<file path="src/rtl/uart_pkg.sv">
// Shared types and helpers for the UART command receive path.
package uart_pkg;

  typedef enum logic [2:0] {IDLE, START, DATA, STOP, BREAK} rx_state_t;

  // Clocks per oversample tick, truncated.
  function automatic int unsigned calc_div(input int unsigned clk_hz,
                                           input int unsigned baud,
                                           input int unsigned os);
    return clk_hz / (baud * os);
  endfunction

endpackage

</file>
<file path="src/rtl/sync_fifo.sv">
// Show-ahead synchronous FIFO; a push into a full FIFO succeeds only alongside a pop.
module sync_fifo #(
  parameter int unsigned WIDTH = 8,
  parameter int unsigned DEPTH = 8
) (
  input  logic                     clk,
  input  logic                     rst_n,
  input  logic                     push_i,
  input  logic [WIDTH-1:0]         wdata_i,
  input  logic                     pop_i,
  output logic [WIDTH-1:0]         rdata_o,
  output logic                     full_o,
  output logic                     empty_o,
  output logic [$clog2(DEPTH):0]   level_o
);

  localparam int unsigned AW = $clog2(DEPTH);
  localparam int unsigned LW = AW + 1;

  logic [WIDTH-1:0] mem_q [DEPTH];
  logic [AW-1:0]    wr_ptr_q;
  logic [AW-1:0]    rd_ptr_q;
  logic [LW-1:0]    level_q;
  logic             do_push;
  logic             do_pop;

  assign full_o  = (level_q == LW'(DEPTH));
  assign empty_o = (level_q == '0);
  assign do_pop  = pop_i && !empty_o;
  assign do_push = push_i && (!full_o || do_pop);
  assign rdata_o = empty_o ? '0 : mem_q[rd_ptr_q];
  assign level_o = level_q;

  always_ff @(posedge clk) begin
    if (!rst_n) begin
      wr_ptr_q <= '0;
      rd_ptr_q <= '0;
      level_q  <= '0;
    end else begin
      if (do_push) wr_ptr_q <= wr_ptr_q + AW'(1);
      if (do_pop)  rd_ptr_q <= rd_ptr_q + AW'(1);
      case ({do_push, do_pop})
        2'b10:   level_q <= level_q + LW'(1);
        2'b01:   level_q <= level_q - LW'(1);
        default: level_q <= level_q;
      endcase
    end
  end

  // Storage carries no reset; empty gating hides stale contents.
  always_ff @(posedge clk) begin
    if (do_push) mem_q[wr_ptr_q] <= wdata_i;
  end

endmodule

</file>
<file path="src/rtl/uart_cmd_rx.sv">
// 8N1 UART receiver feeding the instruction decoder through a byte FIFO,
// with frame-error and overrun pulses.
module uart_cmd_rx
  import uart_pkg::*;
#(
  parameter int unsigned CLK_HZ     = 100_000_000,
  parameter int unsigned BAUD       = 9600,
  parameter int unsigned OVERSAMPLE = 16,
  parameter int unsigned FIFO_DEPTH = 8
) (
  input  logic                          clk,
  input  logic                          rst_n,
  input  logic                          rx,
  output logic [7:0]                    rx_data,
  output logic                          rx_valid,
  input  logic                          rx_ready,
  output logic                          frame_err,
  output logic                          overrun,
  output logic [$clog2(FIFO_DEPTH):0]   fifo_level
);

  localparam int unsigned DIV   = calc_div(CLK_HZ, BAUD, OVERSAMPLE);
  localparam int unsigned DIV_W = (DIV > 1) ? $clog2(DIV) : 1;
  localparam int unsigned SMP_W = $clog2(OVERSAMPLE);
  localparam int unsigned MID   = OVERSAMPLE / 2 - 1;

  logic             rx_meta_q;
  logic             rx_s_q;
  logic             rx_prev_q;
  logic [DIV_W-1:0] div_cnt_q;
  logic             tick;
  logic             start_edge;
  rx_state_t        state_q;
  logic [SMP_W-1:0] smp_cnt_q;
  logic [2:0]       bit_cnt_q;
  logic [7:0]       shift_q;
  logic             push_q;
  logic             frame_err_q;
  logic             overrun_q;
  logic             fifo_full;
  logic             fifo_empty;
  logic             pop;

  assign tick       = (div_cnt_q == DIV_W'(DIV - 1));
  assign start_edge = (state_q == IDLE) && rx_prev_q && !rx_s_q;
  assign rx_valid   = !fifo_empty;
  assign pop        = rx_valid && rx_ready;
  assign frame_err  = frame_err_q;
  assign overrun    = overrun_q;

  // Synchroniser, edge-detect history and free-running tick divider.
  always_ff @(posedge clk) begin
    if (!rst_n) begin
      rx_meta_q <= 1'b1;
      rx_s_q    <= 1'b1;
      rx_prev_q <= 1'b1;
      div_cnt_q <= '0;
    end else begin
      rx_meta_q <= rx;
      rx_s_q    <= rx_meta_q;
      rx_prev_q <= rx_s_q;
      if (start_edge || tick) div_cnt_q <= '0;
      else                    div_cnt_q <= div_cnt_q + DIV_W'(1);
    end
  end

  always_ff @(posedge clk) begin
    if (!rst_n) begin
      state_q     <= IDLE;
      smp_cnt_q   <= '0;
      bit_cnt_q   <= '0;
      shift_q     <= '0;
      push_q      <= 1'b0;
      frame_err_q <= 1'b0;
    end else begin
      push_q      <= 1'b0;
      frame_err_q <= 1'b0;
      case (state_q)
        IDLE: begin
          if (start_edge) begin
            state_q   <= START;
            smp_cnt_q <= '0;
          end
        end
        START: begin
          if (tick) begin
            if (smp_cnt_q == SMP_W'(MID)) begin
              smp_cnt_q <= '0;
              bit_cnt_q <= '0;
              state_q   <= rx_s_q ? IDLE : DATA;
            end else begin
              smp_cnt_q <= smp_cnt_q + SMP_W'(1);
            end
          end
        end
        DATA: begin
          if (tick) begin
            if (smp_cnt_q == SMP_W'(OVERSAMPLE - 1)) begin
              smp_cnt_q <= '0;
              shift_q   <= {rx_s_q, shift_q[7:1]};
              bit_cnt_q <= bit_cnt_q + 3'd1;
              if (bit_cnt_q == 3'd7) state_q <= STOP;
            end else begin
              smp_cnt_q <= smp_cnt_q + SMP_W'(1);
            end
          end
        end
        STOP: begin
          if (tick) begin
            if (smp_cnt_q == SMP_W'(OVERSAMPLE - 1)) begin
              smp_cnt_q <= '0;
              if (rx_s_q) begin
                push_q  <= 1'b1;
                state_q <= IDLE;
              end else begin
                frame_err_q <= 1'b1;
                state_q     <= BREAK;
              end
            end else begin
              smp_cnt_q <= smp_cnt_q + SMP_W'(1);
            end
          end
        end
        BREAK: begin
          // A held-low line must return high before a new start edge counts.
          if (rx_s_q) state_q <= IDLE;
        end
        default: state_q <= IDLE;
      endcase
    end
  end

  // Overrun: the byte is lost only when full and nothing leaves that cycle.
  always_ff @(posedge clk) begin
    if (!rst_n) overrun_q <= 1'b0;
    else        overrun_q <= push_q && fifo_full && !pop;
  end

  sync_fifo #(
    .WIDTH (8),
    .DEPTH (FIFO_DEPTH)
  ) u_fifo (
    .clk     (clk),
    .rst_n   (rst_n),
    .push_i  (push_q),
    .wdata_i (shift_q),
    .pop_i   (pop),
    .rdata_o (rx_data),
    .full_o  (fifo_full),
    .empty_o (fifo_empty),
    .level_o (fifo_level)
  );

endmodule

</file>
<file path="config.mk">
export PLATFORM = sky130hd
export DESIGN_NAME = uart_cmd_rx
export DESIGN_NICKNAME = d
export VERILOG_FILES = /design/src/rtl/uart_pkg.sv /design/src/rtl/sync_fifo.sv /design/src/rtl/uart_cmd_rx.sv
export SDC_FILE = /design/constraint.sdc
export NUM_CORES = 1
export LEC_CHECK = 0
export ABC_AREA = 1
export CAP_MARGIN = 15
export CORE_ASPECT_RATIO = 0.75
export CORE_MARGIN = 5
export CORE_UTILIZATION = 58
export DETAILED_ROUTE_END_ITERATION = 10
export HOLD_SLACK_MARGIN = 0.1
export PLACE_DENSITY = 0.74
export SETUP_SLACK_MARGIN = 0.4
export SYNTH_ARGS = -nofsm -noshare
export SYNTH_HDL_FRONTEND = slang
export SYNTH_SLANG_ARGS = --single-unit
</file>
<file path="constraint.sdc">
create_clock -name clk -period 2.6 [get_ports clk]
set_input_delay 0.52 -clock clk [delete_from_list [all_inputs] [get_ports clk]]
set_output_delay 0.52 -clock clk [all_outputs]
set_load 0.05 [all_outputs]
</file>
After elaboration in Yosys (flattened, before gate mapping)
Memories as Yosys holds them, arrays and structs flattened. A register that Yosys moved wholly into a read port is not among the register bits.
Index checks and enable logic that the tools add are counted.
- memories kept: 1
- bits of input ports: 4
- output and inout bits: 15
- word-level logic and storage cells: 100
- bits in writable memories: 64
- register bits: 44
- mux-type cells: 31
- bitwise operators: 1
- equality and inequality tests: 21
- reductions and logical operators: 25
- $add $sub $neg: 7
- memory list (name ; words ; bits a word ; rd ports ; clocked after memory_dff ; write ports ; line ; RTL):
    u_fifo.mem_q ; 8 ; 8 ; 1 ; 1 ; 1 ; sync_fifo.sv:20 ; logic [WIDTH-1:0] mem_q [DEPTH];
- operators by type and width (cell ; number):
    2-to-1 mux 3 bit ; 16
    2-to-1 mux 4 bit ; 5
    inequality test 2 bit (second input constant) ; 9
    one-hot mux 3 bit (5 select lines) ; 1
    one-hot mux 4 bit (3 select lines) ; 1
    adder 10 x 1 -> 10 bit (second input constant) ; 1
    equality test 10 bit (second input constant) ; 1
    adder 3 x 1 -> 3 bit (second input constant) ; 3
    AND reduction 9 bit ; 1
    adder 4 x 1 -> 4 bit (second input constant) ; 2
    equality test 4 bit (second input constant) ; 2
    2-to-1 mux 8 bit ; 1
    one-hot mux 4 bit (2 select lines) ; 1
    AND reduction 4 bit ; 2
    logical AND 1 bit ; 7
    equality test 3 x 2 -> 1 bit (second input constant) ; 2
    equality test 3 bit (second input constant) ; 2
    one-hot mux 3 bit (2 select lines) ; 1
    AND reduction 5 bit ; 1
    equality test 4 x 3 -> 1 bit (second input constant) ; 1
    zero test 1 bit ; 4
    zero test 4 bit ; 1
    2-to-1 mux 1 bit ; 4
    nonzero test 2 bit ; 2
    other kinds (12) ; 14

Logic depth before layout (Yosys ltp)
Gate-level depths: netlist of the first run.
- depth after elaboration: 8
- gate-level depth with buffers: 12
- depth with buffers taken out: 12

By module
A second synthesis of the first run with hierarchy kept.
- cells, all modules: 522
- area total of the unflattened synthesis: 4895.9 sq um
- modules (own cells, without submodules) (module ; area each (sq um) ; cells each ; instances ; sequential area each (sq um)):
    sync_fifo ; 3226.8 ; 295 ; 1 ; 2182.1
    uart_cmd_rx ; 1669.1 ; 227 ; 1 ; 680.7

Least setup slack after synthesis of the first run
Ideal clock, no wire load.
- path kind: register to output
- from: register u_fifo.level_q[0], in the netlist u_fifo.level_o[0]
- to: output rx_data[0]
- setup slack: -275 ps
- data required time: 2080 ps
- data arrival time: 2355 ps
- buffers on the path: 0
- stages on the path, launching flop included: 5
- cell sequence: dfxtp_1 -> nor2_1 -> nand3_1 -> o21ai_0 -> a31oi_1
- longest elaborated chain between the ends: 2
- ends and longest elaborated chain (element ; line ; RTL):
    from (decl) ; sync_fifo.sv:23 ; logic [LW-1:0] level_q;
    from (signal assigned) ; sync_fifo.sv:43 ; 2'b10: level_q <= level_q + LW'(1);
    from (signal assigned) ; sync_fifo.sv:44 ; 2'b01: level_q <= level_q - LW'(1);
    from (signal assigned) ; sync_fifo.sv:45 ; default: level_q <= level_q;
    zero test 4 bit ; sync_fifo.sv:28 ; assign empty_o = (level_q == '0);
    2-to-1 mux 8 bit ; sync_fifo.sv:31 ; assign rdata_o = empty_o ? '0 : mem_q[rd_ptr_q];
    to (decl) ; uart_cmd_rx.sv:14 ; output logic [7:0] rx_data,
Every way passes these cells.

==> out/results.ini, run 1 <==
[drt]
viasPerCell = 5.58
routed_wl_um = 10600
wl_per_cell_um = 16.4
drcViolationCount = 0
drt_iter0_markers = 290
drtAntennaViolNets = 0
vias = 3618
drt_pass1_iterations = 5

[worst_setup_path]
start_kind = flip-flop
worst-r2r-setup-slack_ns = 0.54
reg2regPathDepth = 11
r2r_end = u_fifo.level_o[2]
crit_fanout = 8
critical_path_class = flip-flop to primary output
slowest_stage = dfxtp_4
cp-end-kind = primary output
critPathRequiredTime_ns = 2.08
reg2reg_from = u_fifo.level_o[0]
crit_family = compound AO/OA/AOI/OAI gates
path_buf_inv = 3
max_stage_delay_ns = 0.40
crit_chain = inv_6 > clkbuf_16 > o21ai_0 > o22ai_1 > o21ai_1 > a31oi_2 > buf_6
critPathArrivalTime_ns = 1.78

[logic_synthesis]
synth_ff_type = edfxtp_1
yosys_warnings = 0
ys_seq_area_share_pct = 60.8
synth_top_area_share_pct = 40.8
synth_most_common_cell = nor2_1
ys_ff_latch = 111
async_reset_ff_share_pct = 0
ys_top_cells_by_area = edfxtp_1 (41%), dfxtp_1 (20%), nor2_1 (8.8%)
ys_types = 30
avgSynthCellArea_um2 = 9.55
netlist_area_mm2 = 0.00471
netlist_instances = 493
ys_top_cells_by_count = nor2_1 (110), edfxtp_1 (64), nand2_1 (56), o21ai_0 (56), dfxtp_1 (47)
syn-num-nets = 507
yosysTopAreaCell = edfxtp_1
synth_edf_count = 64

[cells_and_area]
num_antenna_cells = 0
layout.cells.non_filler = 648
layout.nets = 552
area_growth_pct = 20.7
layout-drive-gt1-share_pct = 18.2

[global_route]
grt_max_degree = 19
grt_usage_pct = 21.8
grt_pass1_wl_um = 16700
grt_pass1_vias = 3403
overflow = 0
antenna_found_initial = 0

[clock_tree]
cts_tree = built
clkTransAtPathRegs_ns = 0.09
clk_path_buf_depth = 2
clock_latency_ns = 0.38
cts_made_buffers = 9
cts.sinks = 111
cts-root-buf = clkbuf_8
htreeDepth = 3

[timing]
final_hold_viol_count = 0
whs_ns = 0.429
final-setup-viol-count = 0
clock.fmax_mhz = 435
relSlewSlack_pct = 65.6
timing.final.crit_share_pct = 88.4
fin_crit_ns = 2.30
tns_ns = 0
slew_viol_final = 0
tightest_slew_ns = 0.515
clock_skew_ns = 0.0152
grt_setup_unrepaired = true

[min_path]
hold_end = rx_s_q
whs_path_depth = 1
hp-class = flip-flop to flip-flop
min_from = rx_meta_q

[die]
core_mm2 = 0.00788
die_h_um = 88.0
pin_count = 19
die_w_um = 114
start_util_pct = 59.7
die_area_mm2 = 0.0100
fp-row-count = 28

[pwr]
p_total_uw = 5140
p_per_area_mw_per_mm2 = 904
ir_drop_mv = 0.536
p_leak_uw = 0.00234

[placed_design]
dp_hpwl_um = 6670
place.gp.congestion = 0.899
placed_cells_incl_taps = 619
portBuffers = 18

[run]
maxCapViolations = 0

[outcome]
status = completed

## layout by cell type, fill, tap and decap left out, drive strengths merged, types with 3 or more instances in the layout
master         count
o21ai             56
clkdlybuf4s50      9
dfxtp             47
nand2             58
clkinv             3
nand4              3
nor2             116
nor3               6
clkinvlp           4
ha                10
a21oi             23
nand3             23
a31oi              9
edfxtp            64
clkbuf            12
o22ai              8
buf               34
inv               38
xor2               6
## per-layer routing
| metal | GRT usage, % | up-vias | share of wire [%] |
|---|---|---|---|
| li1 | - | 1769 | - |
| met1 | 29.9 | 1673 | 43 |
| met2 | 33.5 | 162 | 46 |
| met3 | 6.91 | 14 | 9.4 |
| met4 | 6.15 | 0 | 1.4 |
| met5 | 0 | - | 0 |
## power by group
part	internal, uW	switching (uW)	total, uW
clock network	550	571	1120
logic	760	1210	1970
registers	1930	111	2050
## flip-flops by register name (all words and copies together) (netlist names), named ones only
signal and cells:
u_fifo.mem_q 64, div_cnt_q 10, shift_q 8, smp_cnt_q 4, u_fifo.level_o 4, bit_cnt_q 3, state_q 3, u_fifo.rd_ptr_q 3
u_fifo.wr_ptr_q 3, frame_err 1, overrun 1, push_q 1, rx_meta_q 1, rx_prev_q 1, rx_s_q 1
## logic make-up (layout without fill, tap and decap cells)
logic type	Yosys count	count (layout)	share of synthesized area (%)
AND/OR/NAND/NOR	211	212	19.2
flip-flops	111	111	60.8
AO/OA/AOI/OAI	99	99	11.2
buffers and inverters	54	103	4.63
adder cells (fa/ha/maj)	10	10	2.66
XOR/XNOR	8	8	1.49
## area by class of cell
type,instances,area [um2]
clock inverters,6,93.8
flip-flops and latches,111,2880
clock buffers,10,128
repair buffers,46,536
well taps,105,131
multi-input cells,329,1740
inverters,41,170
fillers,556,2200
## worst reg2reg max path: stages (launching register included)
cell,delay [ns]
dfxtp_2,0.38
nor2_4,0.18
nand3_4,0.14
nand2_1,0.12
inv_1,0.06
ha_1,0.26
xor2_2,0.18
ha_1,0.19
a21oi_1,0.16
xnor2_1,0.09
o21ai_0,0.15
inv_1,0.05
## what timing repair did
action                     CTS  global route
resized for setup           32            27
pin swaps                    2            10
cloned                       2             3
hold buffers                 0             0
setup endpoints to repair    9             9
setup buffers                2             6
## stage by stage
step | setup slack (ns) | instance area, um2 | util (%)
5_1_grt | 0.217 | 5680 | 72.0
3_5_place_dp | 0.206 | 5130 | 65.0
3_3_place_gp | 0.272 | 5130 | 65.0
6_report | 0.302 | 5680 | 72.0
4_1_cts | 0.304 | 5500 | 69.7
2_1_floorplan | 0.420 | 4780 | -
## how the worst max path moves through the flow
stage	from	endpoint	depth (start not counted)
CTS	flip-flop	rx_data[5]	7
global route	flip-flop	rx_data[4]	7
global placement	rx_ready	u_fifo.level_o[2]	11
detailed placement	rx_ready	u_fifo.level_o[2]	11
finish	flip-flop	rx_data[4]	7
floorplan	u_fifo.level_o[0]	u_fifo.level_o[2]	11
(Power assumes the default switching activity.)
==> run 2, diff against run 1 <==
--- a/config.mk
+++ b/config.mk
@@ -9,10 +9,10 @@
 export CAP_MARGIN = 15
 export CORE_ASPECT_RATIO = 0.75
 export CORE_MARGIN = 5
-export CORE_UTILIZATION = 58
+export CORE_UTILIZATION = 30
 export DETAILED_ROUTE_END_ITERATION = 10
 export HOLD_SLACK_MARGIN = 0.1
-export PLACE_DENSITY = 0.74
+export PLACE_DENSITY = 0.42
 export SETUP_SLACK_MARGIN = 0.4
 export SYNTH_ARGS = -nofsm -noshare
 export SYNTH_HDL_FRONTEND = slang
==> out/results.ini, run 2 (synthesized netlist as in run 1, its figures left out) <==
[die]
die_w_um = 155  ; was 114 um
die_h_um = 118  ; was 88.0 um
die_area_mm2 = 0.0183  ; was 0.0100 mm2
pin_count = 19  ; unchanged
core_mm2 = 0.0153  ; was 0.00788 mm2
fp-row-count = 39  ; was 28
start_util_pct = 30.7  ; was 59.7%

[worst_setup_path]
start_kind = flip-flop  ; unchanged
critPathRequiredTime_ns = 2.08  ; about the same
critPathArrivalTime_ns = 1.67  ; was 1.78 ns
slowest_stage = dfxtp_4  ; unchanged
crit_fanout = 16  ; was 8
crit_family = compound AO/OA/AOI/OAI gates  ; unchanged
max_stage_delay_ns = 0.39  ; was 0.40 ns
cp-end-kind = primary output  ; unchanged
reg2reg_from = u_fifo.level_o[0]  ; unchanged
crit_chain = clkinvlp_4 > buf_12 > o21ai_0 > o22ai_1 > o21ai_1 > a31oi_2 > buf_6  ; was inv_6 > clkbuf_16 > o21ai_0 > o22ai_1 > o21ai_1 > a31oi_2 > buf_6
critical_path_class = flip-flop to primary output  ; unchanged
path_buf_inv = 3  ; unchanged

[clock_tree]
cts-root-buf = clkbuf_16  ; was clkbuf_8
hold_buffers = 0  ; unchanged
cts_made_buffers = 9  ; unchanged
htreeDepth = 3  ; unchanged
clkTransAtPathRegs_ns = 0.08  ; was 0.09 ns
clock_latency_ns = 0.35  ; was 0.38 ns
clk_path_buf_depth = 2  ; unchanged
cts_tree = built  ; unchanged
cts.sinks = 111  ; unchanged

[placed_design]
place.gp.congestion = 0.825  ; was 0.899
dp_hpwl_um = 7170  ; was 6670 um
portBuffers = 18  ; unchanged

[min_path]
min_from = rx_meta_q  ; unchanged
hp-class = flip-flop to flip-flop  ; unchanged

[timing]
final-setup-viol-count = 0  ; unchanged
relSlewSlack_pct = 66.4  ; was 65.6%
clock_skew_ns = 0.00788  ; was 0.0152 ns
grt_setup_unrepaired = true  ; unchanged
tightest_slew_ns = 0.503  ; was 0.515 ns
final_hold_viol_count = 0  ; unchanged
slew_viol_final = 0  ; unchanged
tns_ns = 0  ; unchanged
timing.final.crit_share_pct = 84.2  ; was 88.4%
clock.fmax_mhz = 457  ; was 435 MHz
fin_crit_ns = 2.19  ; was 2.30 ns

[cells_and_area]
top_register = u_fifo.mem_q  ; unchanged
area_growth_pct = 22.5  ; was 20.7%
layout.cells.most_common = nor2_1  ; unchanged
postLayoutCoreUtil_pct = 37.6  ; was 72.0%
num_antenna_cells = 0  ; unchanged
largest_reg_flops = 64  ; unchanged
layout.nets = 547  ; was 552
layout.cells.most_common_list = nor2_1 (109), edfxtp_1 (64), nand2_1 (56)  ; was nor2_1 (106), edfxtp_1 (64), nand2_1 (56)
layout-drive-gt1-share_pct = 16.4  ; was 18.2%
reg_top3 = u_fifo.mem_q (64), div_cnt_q (10), shift_q (8)  ; unchanged

[drt]
drcViolationCount = 0  ; unchanged
drtAntennaViolNets = 0  ; unchanged
drt_pass1_iterations = 4  ; was 5
wl_per_cell_um = 13.8  ; was 16.4 um
vias = 3422  ; was 3618
viasPerCell = 4.61  ; was 5.58
drt_iter0_markers = 170  ; was 290
routed_wl_um = 10300  ; was 10600 um

[global_route]
grt_max_degree = 21  ; was 19
antenna_found_initial = 0  ; unchanged
grt_pass1_vias = 3282  ; was 3403
grt_usage_pct = 11.7  ; was 21.8%
overflow = 0  ; unchanged
grt_pass1_wl_um = 17000  ; was 16700 um

[pwr]
ir_drop_mv = 0.388  ; was 0.536 mV
p_total_uw = 5350  ; was 5140 uW
p_per_area_mw_per_mm2 = 928  ; was 904 mW/mm2
p_leak_uw = 0.00233  ; was 0.00234 uW

[run]
maxCapViolations = 0  ; unchanged

[outcome]
status = completed  ; unchanged

-- run 2: changes by cell type in the layout (fill, tap and decap cells not counted), sizes merged --
cell	before	now
clkbuf	12	10
buf	34	31
clkinvlp	4	2
nand3	23	22
bufinv	2	1
inv	38	42
-- run 2: worst reg2reg max path: stages (launching register included) --
cell	delay [ns]
dfxtp_2	0.37
nor2_2	0.18
nand3_4	0.11
nand2_1	0.09
inv_1	0.05
ha_1	0.24
xor2_1	0.18
ha_1	0.19
a21oi_1	0.15
xnor2_1	0.09
o21ai_0	0.14
inv_1	0.05
-- run 2: timing repair --
action	CTS	global route
setup endpoints to repair	9	10
gates cloned	1	1
endpoints found under the hold margin	0	0
setup buffers	4	1
gates resized for setup	25	13
pin swaps	4	7
-- run 2: final timing paths --
kind | end | slack, ns | depth (start not counted)
min | rx_s_q | 0.42 | 1
max | rx_data[4] | 0.41 | 7
max reg2reg | u_fifo.level_o[2] | 0.68 | 11
min reg2reg | rx_s_q | 0.42 | 1
-- run 2: layout make-up --
type	count	area [um2]
Clock buffer	9	225
Clock inverter	7	86.3
Fill cell	1566	9560
Inverter	41	161
Multi-Input combinational cell	328	1700
Sequential cell	111	2880
Tap cell	205	256
Timing Repair Buffer	42	460
-- run 2: power breakdown --
group          leakage, uW  switching (uW)  internal, uW
Clock             0.000154             665           768
Sequential         0.00113             102          1930
Combinational      0.00105            1160           721
-- run 2: stage by stage --
stage | setup WS [ns] | hold slack [ns] | std cells | area [um2]
finish | 0.410 | 0.418 | 743 | 5770
CTS | 0.305 | 0.421 | 741 | 5710
detailed placement | 0.249 | 0.401 | 720 | 5260
global route | 0.318 | 0.442 | 743 | 5770
floorplan | 0.420 | 0.393 | 493 | 4780
global placement | 0.278 | 0.396 | 720 | 5260
-- run 2: metal layers --
metal	up-vias	GRT usage, %	part of all wire (%)
met5	-	0	0
met4	0	3.47	1.3
met3	13	2.92	3.0
met2	40	17.1	42
met1	1620	17.2	54
li1	1749	-	-
